File: src/rtl/csr_pkg.sv
// rtl/csr_pkg.sv - CSR numbers, field positions, ecodes and write-merge helper
package csr_pkg;

    localparam logic [13:0] CSR_CRMD   = 14'h000;
    localparam logic [13:0] CSR_PRMD   = 14'h001;
    localparam logic [13:0] CSR_ECFG   = 14'h004;
    localparam logic [13:0] CSR_ESTAT  = 14'h005;
    localparam logic [13:0] CSR_ERA    = 14'h006;
    localparam logic [13:0] CSR_EENTRY = 14'h00C;
    localparam logic [13:0] CSR_SAVE0  = 14'h030;
    localparam logic [13:0] CSR_SAVE1  = 14'h031;
    localparam logic [13:0] CSR_SAVE2  = 14'h032;
    localparam logic [13:0] CSR_SAVE3  = 14'h033;
    localparam logic [13:0] CSR_TID    = 14'h040;
    localparam logic [13:0] CSR_TCFG   = 14'h041;
    localparam logic [13:0] CSR_TVAL   = 14'h042;
    localparam logic [13:0] CSR_TICLR  = 14'h044;

    localparam int CRMD_PLV_LO     = 0;
    localparam int CRMD_PLV_HI     = 1;
    localparam int CRMD_IE         = 2;
    localparam int CRMD_DA         = 3;
    localparam int PRMD_PPLV_LO    = 0;
    localparam int PRMD_PPLV_HI    = 1;
    localparam int PRMD_PIE        = 2;
    localparam int ECFG_LIE_HI     = 12;
    localparam int ESTAT_IS_SW_HI  = 1;
    localparam int ESTAT_TI        = 11;
    localparam int EENTRY_VA_LO    = 6;
    localparam int TCFG_EN         = 0;
    localparam int TCFG_PERIODIC   = 1;
    localparam int TCFG_INITVAL_LO = 2;

    localparam logic [31:0] CRMD_RESET = 32'h0000_0008;

    localparam logic [5:0] ECODE_INT = 6'h00;
    localparam logic [5:0] ECODE_SYS = 6'h0B;
    localparam logic [5:0] ECODE_BRK = 6'h0C;
    localparam logic [5:0] ECODE_INE = 6'h0D;

    // Masked read-modify-write: only bits set in mask take the new value.
    function automatic logic [31:0] wmerge(input logic [31:0] old,
                                           input logic [31:0] mask,
                                           input logic [31:0] value);
        return (old & ~mask) | (value & mask);
    endfunction

endpackage

File: src/rtl/csr_timer.sv
// rtl/csr_timer.sv - constant timer (TID/TCFG/TVAL/TICLR), built only with CSR_TIMER_EN
module csr_timer
    import csr_pkg::*;
(
    input  logic        clk,
    input  logic        resetn,
    input  logic        we,
    input  logic [13:0] wr_num,
    input  logic [31:0] wr_mask,
    input  logic [31:0] wr_value,
    output logic [31:0] tid,
    output logic [31:0] tcfg,
    output logic [31:0] tval,
    output logic        ti
);

    logic [31:0] tcfg_new;
    logic        tcfg_wr;
    logic        load;
    logic        ti_set;
    logic        ti_clr;

    assign tcfg_new = wmerge(tcfg, wr_mask, wr_value);
    assign tcfg_wr  = we && (wr_num == CSR_TCFG);
    assign load     = tcfg_wr && tcfg_new[TCFG_EN];
    assign ti_set   = !load && tcfg[TCFG_EN] && (tval == 32'd1);
    assign ti_clr   = we && (wr_num == CSR_TICLR) && wr_value[0] && wr_mask[0];

    // TID and TCFG are plain software registers.
    always_ff @(posedge clk) begin
        if (!resetn) begin
            tid  <= '0;
            tcfg <= '0;
        end else begin
            if (we && (wr_num == CSR_TID))
                tid <= wmerge(tid, wr_mask, wr_value);
            if (tcfg_wr)
                tcfg <= tcfg_new;
        end
    end

    // Countdown: load on enabling write, decrement to 0, reload only when periodic.
    always_ff @(posedge clk) begin
        if (!resetn)
            tval <= '0;
        else if (load)
            tval <= {tcfg_new[31:TCFG_INITVAL_LO], 2'b00};
        else if (tcfg[TCFG_EN]) begin
            if (tval != 32'd0)
                tval <= tval - 32'd1;
            else if (tcfg[TCFG_PERIODIC])
                tval <= {tcfg[31:TCFG_INITVAL_LO], 2'b00};
        end
    end

    // Timer interrupt latch; a set on the same edge as a clear wins.
    always_ff @(posedge clk) begin
        if (!resetn)
            ti <= 1'b0;
        else if (ti_set)
            ti <= 1'b1;
        else if (ti_clr)
            ti <= 1'b0;
    end

endmodule

File: src/rtl/csr_regfile.sv
// rtl/csr_regfile.sv - exception CSR file; timer CSRs present when CSR_TIMER_EN is defined
module csr_regfile
    import csr_pkg::*;
(
    input  logic        clk,
    input  logic        resetn,
    input  logic [13:0] csr_rd_num,
    output logic [31:0] csr_rvalue,
    input  logic        csr_we,
    input  logic [13:0] csr_wr_num,
    input  logic [31:0] csr_wr_mask,
    input  logic [31:0] csr_wr_value,
    input  logic        wb_ex,
    input  logic [5:0]  wb_ecode,
    input  logic [8:0]  wb_esubcode,
    input  logic [31:0] wb_pc,
    input  logic        ertn_flush,
    output logic [31:0] ex_entry,
    output logic [31:0] ertn_pc,
    output logic        has_int
);

    logic [1:0]  crmd_plv;
    logic        crmd_ie;
    logic        crmd_da;
    logic [1:0]  prmd_pplv;
    logic        prmd_pie;
    logic [12:0] ecfg_lie;
    logic [1:0]  estat_is_sw;
    logic [5:0]  estat_ecode;
    logic [8:0]  estat_esubcode;
    logic [31:0] era;
    logic [25:0] eentry_va;
    logic [31:0] save_r [0:3];

    logic [12:0] estat_is;
    logic [31:0] crmd_w, prmd_w, ecfg_w, estat_w, eentry_w;
    logic [31:0] wr_old, wm, rd_word;
    logic        sw_we;
    logic        ti;

    // An exception commit swallows any software write in the same cycle.
    assign sw_we = csr_we && !wb_ex;

`ifdef CSR_TIMER_EN
    logic [31:0] tid, tcfg, tval;

    csr_timer u_timer (
        .clk      (clk),
        .resetn   (resetn),
        .we       (sw_we),
        .wr_num   (csr_wr_num),
        .wr_mask  (csr_wr_mask),
        .wr_value (csr_wr_value),
        .tid      (tid),
        .tcfg     (tcfg),
        .tval     (tval),
        .ti       (ti)
    );
`else
    assign ti = 1'b0;
`endif

    // Interrupt status: software bits, timer bit, other hardware lines absent.
    always_comb begin
        estat_is = '0;
        estat_is[ESTAT_IS_SW_HI:0] = estat_is_sw;
        estat_is[ESTAT_TI] = ti;
    end

    assign crmd_w   = {28'b0, crmd_da, crmd_ie, crmd_plv};
    assign prmd_w   = {29'b0, prmd_pie, prmd_pplv};
    assign ecfg_w   = {19'b0, ecfg_lie};
    assign estat_w  = {1'b0, estat_esubcode, estat_ecode, 3'b0, estat_is};
    assign eentry_w = {eentry_va, 6'b0};

    // Old value of the write target, merged with the masked write data.
    always_comb begin
        wr_old = '0;
        case (csr_wr_num)
            CSR_CRMD:   wr_old = crmd_w;
            CSR_PRMD:   wr_old = prmd_w;
            CSR_ECFG:   wr_old = ecfg_w;
            CSR_ESTAT:  wr_old = estat_w;
            CSR_ERA:    wr_old = era;
            CSR_EENTRY: wr_old = eentry_w;
            CSR_SAVE0, CSR_SAVE1, CSR_SAVE2, CSR_SAVE3: wr_old = save_r[csr_wr_num[1:0]];
            default:    wr_old = '0;
        endcase
    end
    assign wm = wmerge(wr_old, csr_wr_mask, csr_wr_value);

    // CRMD: exception > ertn > software, per field (DA is software-only).
    always_ff @(posedge clk) begin
        if (!resetn) begin
            crmd_plv <= 2'd0;
            crmd_ie  <= 1'b0;
            crmd_da  <= 1'b1;
        end else if (wb_ex) begin
            crmd_plv <= 2'd0;
            crmd_ie  <= 1'b0;
        end else begin
            if (ertn_flush) begin
                crmd_plv <= prmd_pplv;
                crmd_ie  <= prmd_pie;
            end else if (sw_we && csr_wr_num == CSR_CRMD) begin
                crmd_plv <= wm[CRMD_PLV_HI:CRMD_PLV_LO];
                crmd_ie  <= wm[CRMD_IE];
            end
            if (sw_we && csr_wr_num == CSR_CRMD)
                crmd_da <= wm[CRMD_DA];
        end
    end

    // PRMD, ESTAT and ERA capture exception context; otherwise software-written.
    always_ff @(posedge clk) begin
        if (!resetn) begin
            prmd_pplv      <= 2'd0;
            prmd_pie       <= 1'b0;
            estat_is_sw    <= 2'd0;
            estat_ecode    <= 6'd0;
            estat_esubcode <= 9'd0;
            era            <= '0;
        end else if (wb_ex) begin
            prmd_pplv      <= crmd_plv;
            prmd_pie       <= crmd_ie;
            estat_ecode    <= wb_ecode;
            estat_esubcode <= wb_esubcode;
            era            <= wb_pc;
        end else if (sw_we) begin
            if (csr_wr_num == CSR_PRMD) begin
                prmd_pplv <= wm[PRMD_PPLV_HI:PRMD_PPLV_LO];
                prmd_pie  <= wm[PRMD_PIE];
            end
            if (csr_wr_num == CSR_ESTAT)
                estat_is_sw <= wm[ESTAT_IS_SW_HI:0];
            if (csr_wr_num == CSR_ERA)
                era <= wm;
        end
    end

    // Software-only registers: ECFG, EENTRY, SAVE0-3.
    always_ff @(posedge clk) begin
        if (!resetn) begin
            ecfg_lie  <= '0;
            eentry_va <= '0;
            for (int i = 0; i < 4; i++) save_r[i] <= '0;
        end else if (sw_we) begin
            if (csr_wr_num == CSR_ECFG)
                ecfg_lie <= wm[ECFG_LIE_HI:0];
            if (csr_wr_num == CSR_EENTRY)
                eentry_va <= wm[31:EENTRY_VA_LO];
            if (csr_wr_num[13:2] == CSR_SAVE0[13:2])
                save_r[csr_wr_num[1:0]] <= wm;
        end
    end

    // Combinational read mux; unimplemented numbers and TICLR read zero.
    always_comb begin
        rd_word = '0;
        case (csr_rd_num)
            CSR_CRMD:   rd_word = crmd_w;
            CSR_PRMD:   rd_word = prmd_w;
            CSR_ECFG:   rd_word = ecfg_w;
            CSR_ESTAT:  rd_word = estat_w;
            CSR_ERA:    rd_word = era;
            CSR_EENTRY: rd_word = eentry_w;
            CSR_SAVE0, CSR_SAVE1, CSR_SAVE2, CSR_SAVE3: rd_word = save_r[csr_rd_num[1:0]];
`ifdef CSR_TIMER_EN
            CSR_TID:    rd_word = tid;
            CSR_TCFG:   rd_word = tcfg;
            CSR_TVAL:   rd_word = tval;
`endif
            default:    rd_word = '0;
        endcase
    end

    // While reset is held, outputs present the reset state regardless of register contents.
    assign csr_rvalue = resetn ? rd_word : ((csr_rd_num == CSR_CRMD) ? CRMD_RESET : 32'd0);
    assign ex_entry   = resetn ? eentry_w : 32'd0;
    assign ertn_pc    = resetn ? era : 32'd0;
    assign has_int    = resetn && crmd_ie && (|(estat_is & ecfg_lie));

endmodule

File: config.mk
export PLATFORM = sky130hd
export DESIGN_NAME = csr_regfile
export DESIGN_NICKNAME = d
export VERILOG_FILES = /design/src/rtl/csr_pkg.sv /design/src/rtl/csr_timer.sv /design/src/rtl/csr_regfile.sv
export SDC_FILE = /design/constraint.sdc
export NUM_CORES = 1
export LEC_CHECK = 0
export BUFFER_PORTS_ARGS = -buffer_cell sky130_fd_sc_hd__buf_2
export CAP_MARGIN = 25
export CORE_ASPECT_RATIO = 1.25
export CORE_MARGIN = 2
export CORE_UTILIZATION = 52
export CTS_BUF_LIST = sky130_fd_sc_hd__clkbuf_4 sky130_fd_sc_hd__clkbuf_8
export DETAILED_ROUTE_END_ITERATION = 8
export PLACE_DENSITY = 0.79
export SLEW_MARGIN = 10
export SYNTH_ARGS = -nofsm -noshare
export SYNTH_HDL_FRONTEND = slang
export SYNTH_SLANG_ARGS = --single-unit
File: constraint.sdc
create_clock -name clk -period 4.2 [get_ports clk]
set_input_delay 0.21 -clock clk [delete_from_list [all_inputs] [get_ports clk]]
set_output_delay 0.21 -clock clk [all_outputs]
set_load 0.03 [all_outputs]
==> impl_results.md <==
* Via count at roughly 12000
* Most used DFF post-synth: edfxtp_1
* Max Fclk at about 310 MHz
* Crit Path Category: input port to output port
* Die ar. at around 26000 µm²
* CTS root buf: clkbuf_8
* Final Skew at around 13 ps
* Number of flops mapped to enable cells by yosys at approximately 130
* Average size of a mapped cell at approximately 10 µm²
* R2R Path End: save_r[1][2]
* CTS clk-pin slew, worst paths at around 60 ps
* CORE AREA at ~24000 µm²
* CP startpoint kind: input port
* Die width at about 140 µm
* Final Slew Violations at 0
* Final WL at 46200 µm
* Final HPWL DP at ~31000 µm
* Mux share of post-synthesis cell area at 13.9%
* Post-synth cell types at about 70
* Worst Setup EP: csr_rvalue[23]
* PD cells at between 300 and 400 nW/µm²
* Compound-Gate Fraction of Synth Area at between 10% and 20%
* Hold Vio Cnt, Final at 0
* Largest net degree at the start of global routing at ~80
* RSZ-0062 raised after global routing: no
* CP required at between 3000 and 4000 ps
* Worst reg-to-reg path cell count at 5
* Most common cell in the netlist: nor2_1
* R2R Setup Slk at approximately 1900 ps
* Slew @ Worst Pin at about 1100 ps
* Clock buffer depth at 3
* Critical path endpoint category: output port
* Synth warn at 0
* Fin crit period at ~3200 ps
* Setup crit start: csr_rd_num[5]
* Post-Synth Adder-Cell Area at less than 1%
* Total of max-cap violations at 0
* Synth Area in XOR/XNOR at 0%
* GRT Residual Overflow at 0
* Design Area, Final at roughly 15000 µm²
* Placed instance area at approximately 14000 µm²
* Post-route ant nets at 0
* Outcome: finished clean
* Clk Latency, worst-skew pair at 530 ps
* Die Y at roughly 180 µm
* Mapped Cells at between 1000 and 1500
* Initial Util at approximately 53%
* Area grow syn2layout at 21.2%
* Hold/Removal Path Class: input port to flop
* First-pass GRT wire length at between 60000 and 70000 µm
* Antenna violations before repair at 2
* Synth area leaders: edfxtp_1, dfxtp_1, mux4_2
* CTS Buf Count at 37
* I/O pin count at between 200 and 250
* Crit path DAT at 2990 ps
* Final number of setup-violating endpoints at 0
* Worst-path fanout max at 22
* Top cell type's share of synthesized area at between 30% and 40%
* Maximum VDD drop at slightly above 0.2 mV
* Number of cells upsized or downsized after cts at 0
* Register bit count reported by yosys at 223
* FP Rows at 63
* Setup TNS at 0 ps
* DRC Markers at 0
* WL per Instance at ~25 µm
* Synth Area in Simple Gates at a little under a fifth
* Via density at approximately 6.6
* Mapped Area at 12600 µm²
* Most frequent cells after synthesis: nor2_1, edfxtp_1, a21oi_1
* Largest family of logic cells by synthesized area: simple AND/OR/NAND/NOR gates
* H-tree depth at 2
* Post-synth top area cell: edfxtp_1
* Iteration-0 DRC Markers at 1804
* Async SR Flop Fraction at 0%
* Tot GR Track Use at a little over a third
* Number of global-route vias before repair at ~12000
* Reg2reg start: save_r[3][2]
* RePlAce Congestion at 1.00
* Share of cells above drive strength 1 at about 29%
* Area taken by multi-input logic gates at between 6000 and 7000 µm²
* Fillers at 1926
* Final #Nets at ~1600
* Slew HR at 26.2%
* Final Util at about 64%
* Pre-antenna DRT Iters at 8
* Clk sinks at 223
* CTS tree: yes
* Final cycle utilization of the critical path at between 70% and 80%
* Sequential share of the synthesized area at a little under half
* Lkg Pwr at around 6 nW
* IO Port Bufs at roughly 230
* Flip-flop and latch area at between 5000 and 6000 µm²
* Final hold slack at ~18 ps
==> sequential cells by signal, summed over array words and instances (netlist names) <==
register,cells
crmd_ie,1
save_r,128
eentry_va,26
prmd_pie,1
crmd_da,1
era,32
prmd_pplv,2
estat_is_sw,2
estat_esubcode,9
ecfg_lie,13
estat_ecode,6
crmd_plv,2
==> stage by stage <==
step                power [mW]  instances  setup slack (ps)
finish                    5.15       1833              1000
CTS                       5.13       1830              1110
floorplan                 2.85       1234              -161
detailed placement        3.10       1726              1080
global route              5.27       1833               926
global placement          3.08       1726              1050
==> metal layers <==
metal | part of all wire, % | vias to the layer above | GRT usage [%] | wire length, µm
li1 | - | 5133 | - | -
met1 | 36 | 5703 | 47.0 | 16500
met2 | 44 | 1082 | 53.4 | 20300
met3 | 14 | 221 | 9.66 | 6550
met4 | 6.4 | 0 | 19.4 | 2940
met5 | 0 | - | 0 | 0
==> cells by family after synthesis <==
logic type / count (synthesis)
DFF: 223
other: 1
and+or+nand+nor: 461
buffers and inverters: 142
AOI/OAI and AO/OA: 306
muxes: 95
adders and majority gates: 1
==> worst max-delay path: stages <==
cell and delay [ps]:
buf_2 100, or4_1 610, nor3_1 290, nor2b_1 210, and3_1 370, buf_4 430, a222oi_1 200, a21oi_1 300
buf_2 260
==> cell usage in the layout, fill, tap and decap left out, types with 38 or more instances in the layout <==
cell | synthesis | routed
nand2_1 | 88 | 88
edfxtp_1 | 128 | 128
inv_1 | 38 | 38
dfxtp_1 | 95 | 95
and2_1 | 60 | 60
buf_2 | 13 | 233
clkbuf_8 | 0 | 42
a21oi_1 | 113 | 113
mux4_2 | 64 | 64
nor2_1 | 160 | 160
o21ai_0 | 42 | 38
==> cell type report <==
cell class,count,area share [%]
antenna,2,0.0327
clock buffer,55,4.42
clock inverter,12,0.728
timing repair buffer,307,12.0
multi-input combinational,869,41.6
inverter,40,0.981
sequential,223,37.5
tap,325,2.66
==> what timing repair did <==
action | in CTS | in global routing
buffers inserted | 0 | 0
hold buffers | 37 | 0
endpoints found under the hold margin | 37 | 0
==> where the power goes <==
| group | internal, mW | total (mW) | switching [mW] |
|---|---|---|---|
| Combinational | 0.263 | 0.631 | 0.368 |
| Sequential | 2.40 | 2.47 | 0.0713 |
| Clock | 1.16 | 2.05 | 0.894 |
==> how the worst min path moves through the flow <==
stage                         end  cells past startpoint       start  slack (ps)
after CTS                 crmd_ie                      2  ertn_flush           7
final                     era[14]                      3   wb_pc[14]          20
after global placement     era[6]                      2    wb_pc[6]         440
after global routing      era[14]                      3   wb_pc[14]          10
after detailed placement  era[10]                      2   wb_pc[10]         440
after floorplan           crmd_ie                      1  ertn_flush         310
Power figures use the tool's default switching activity.
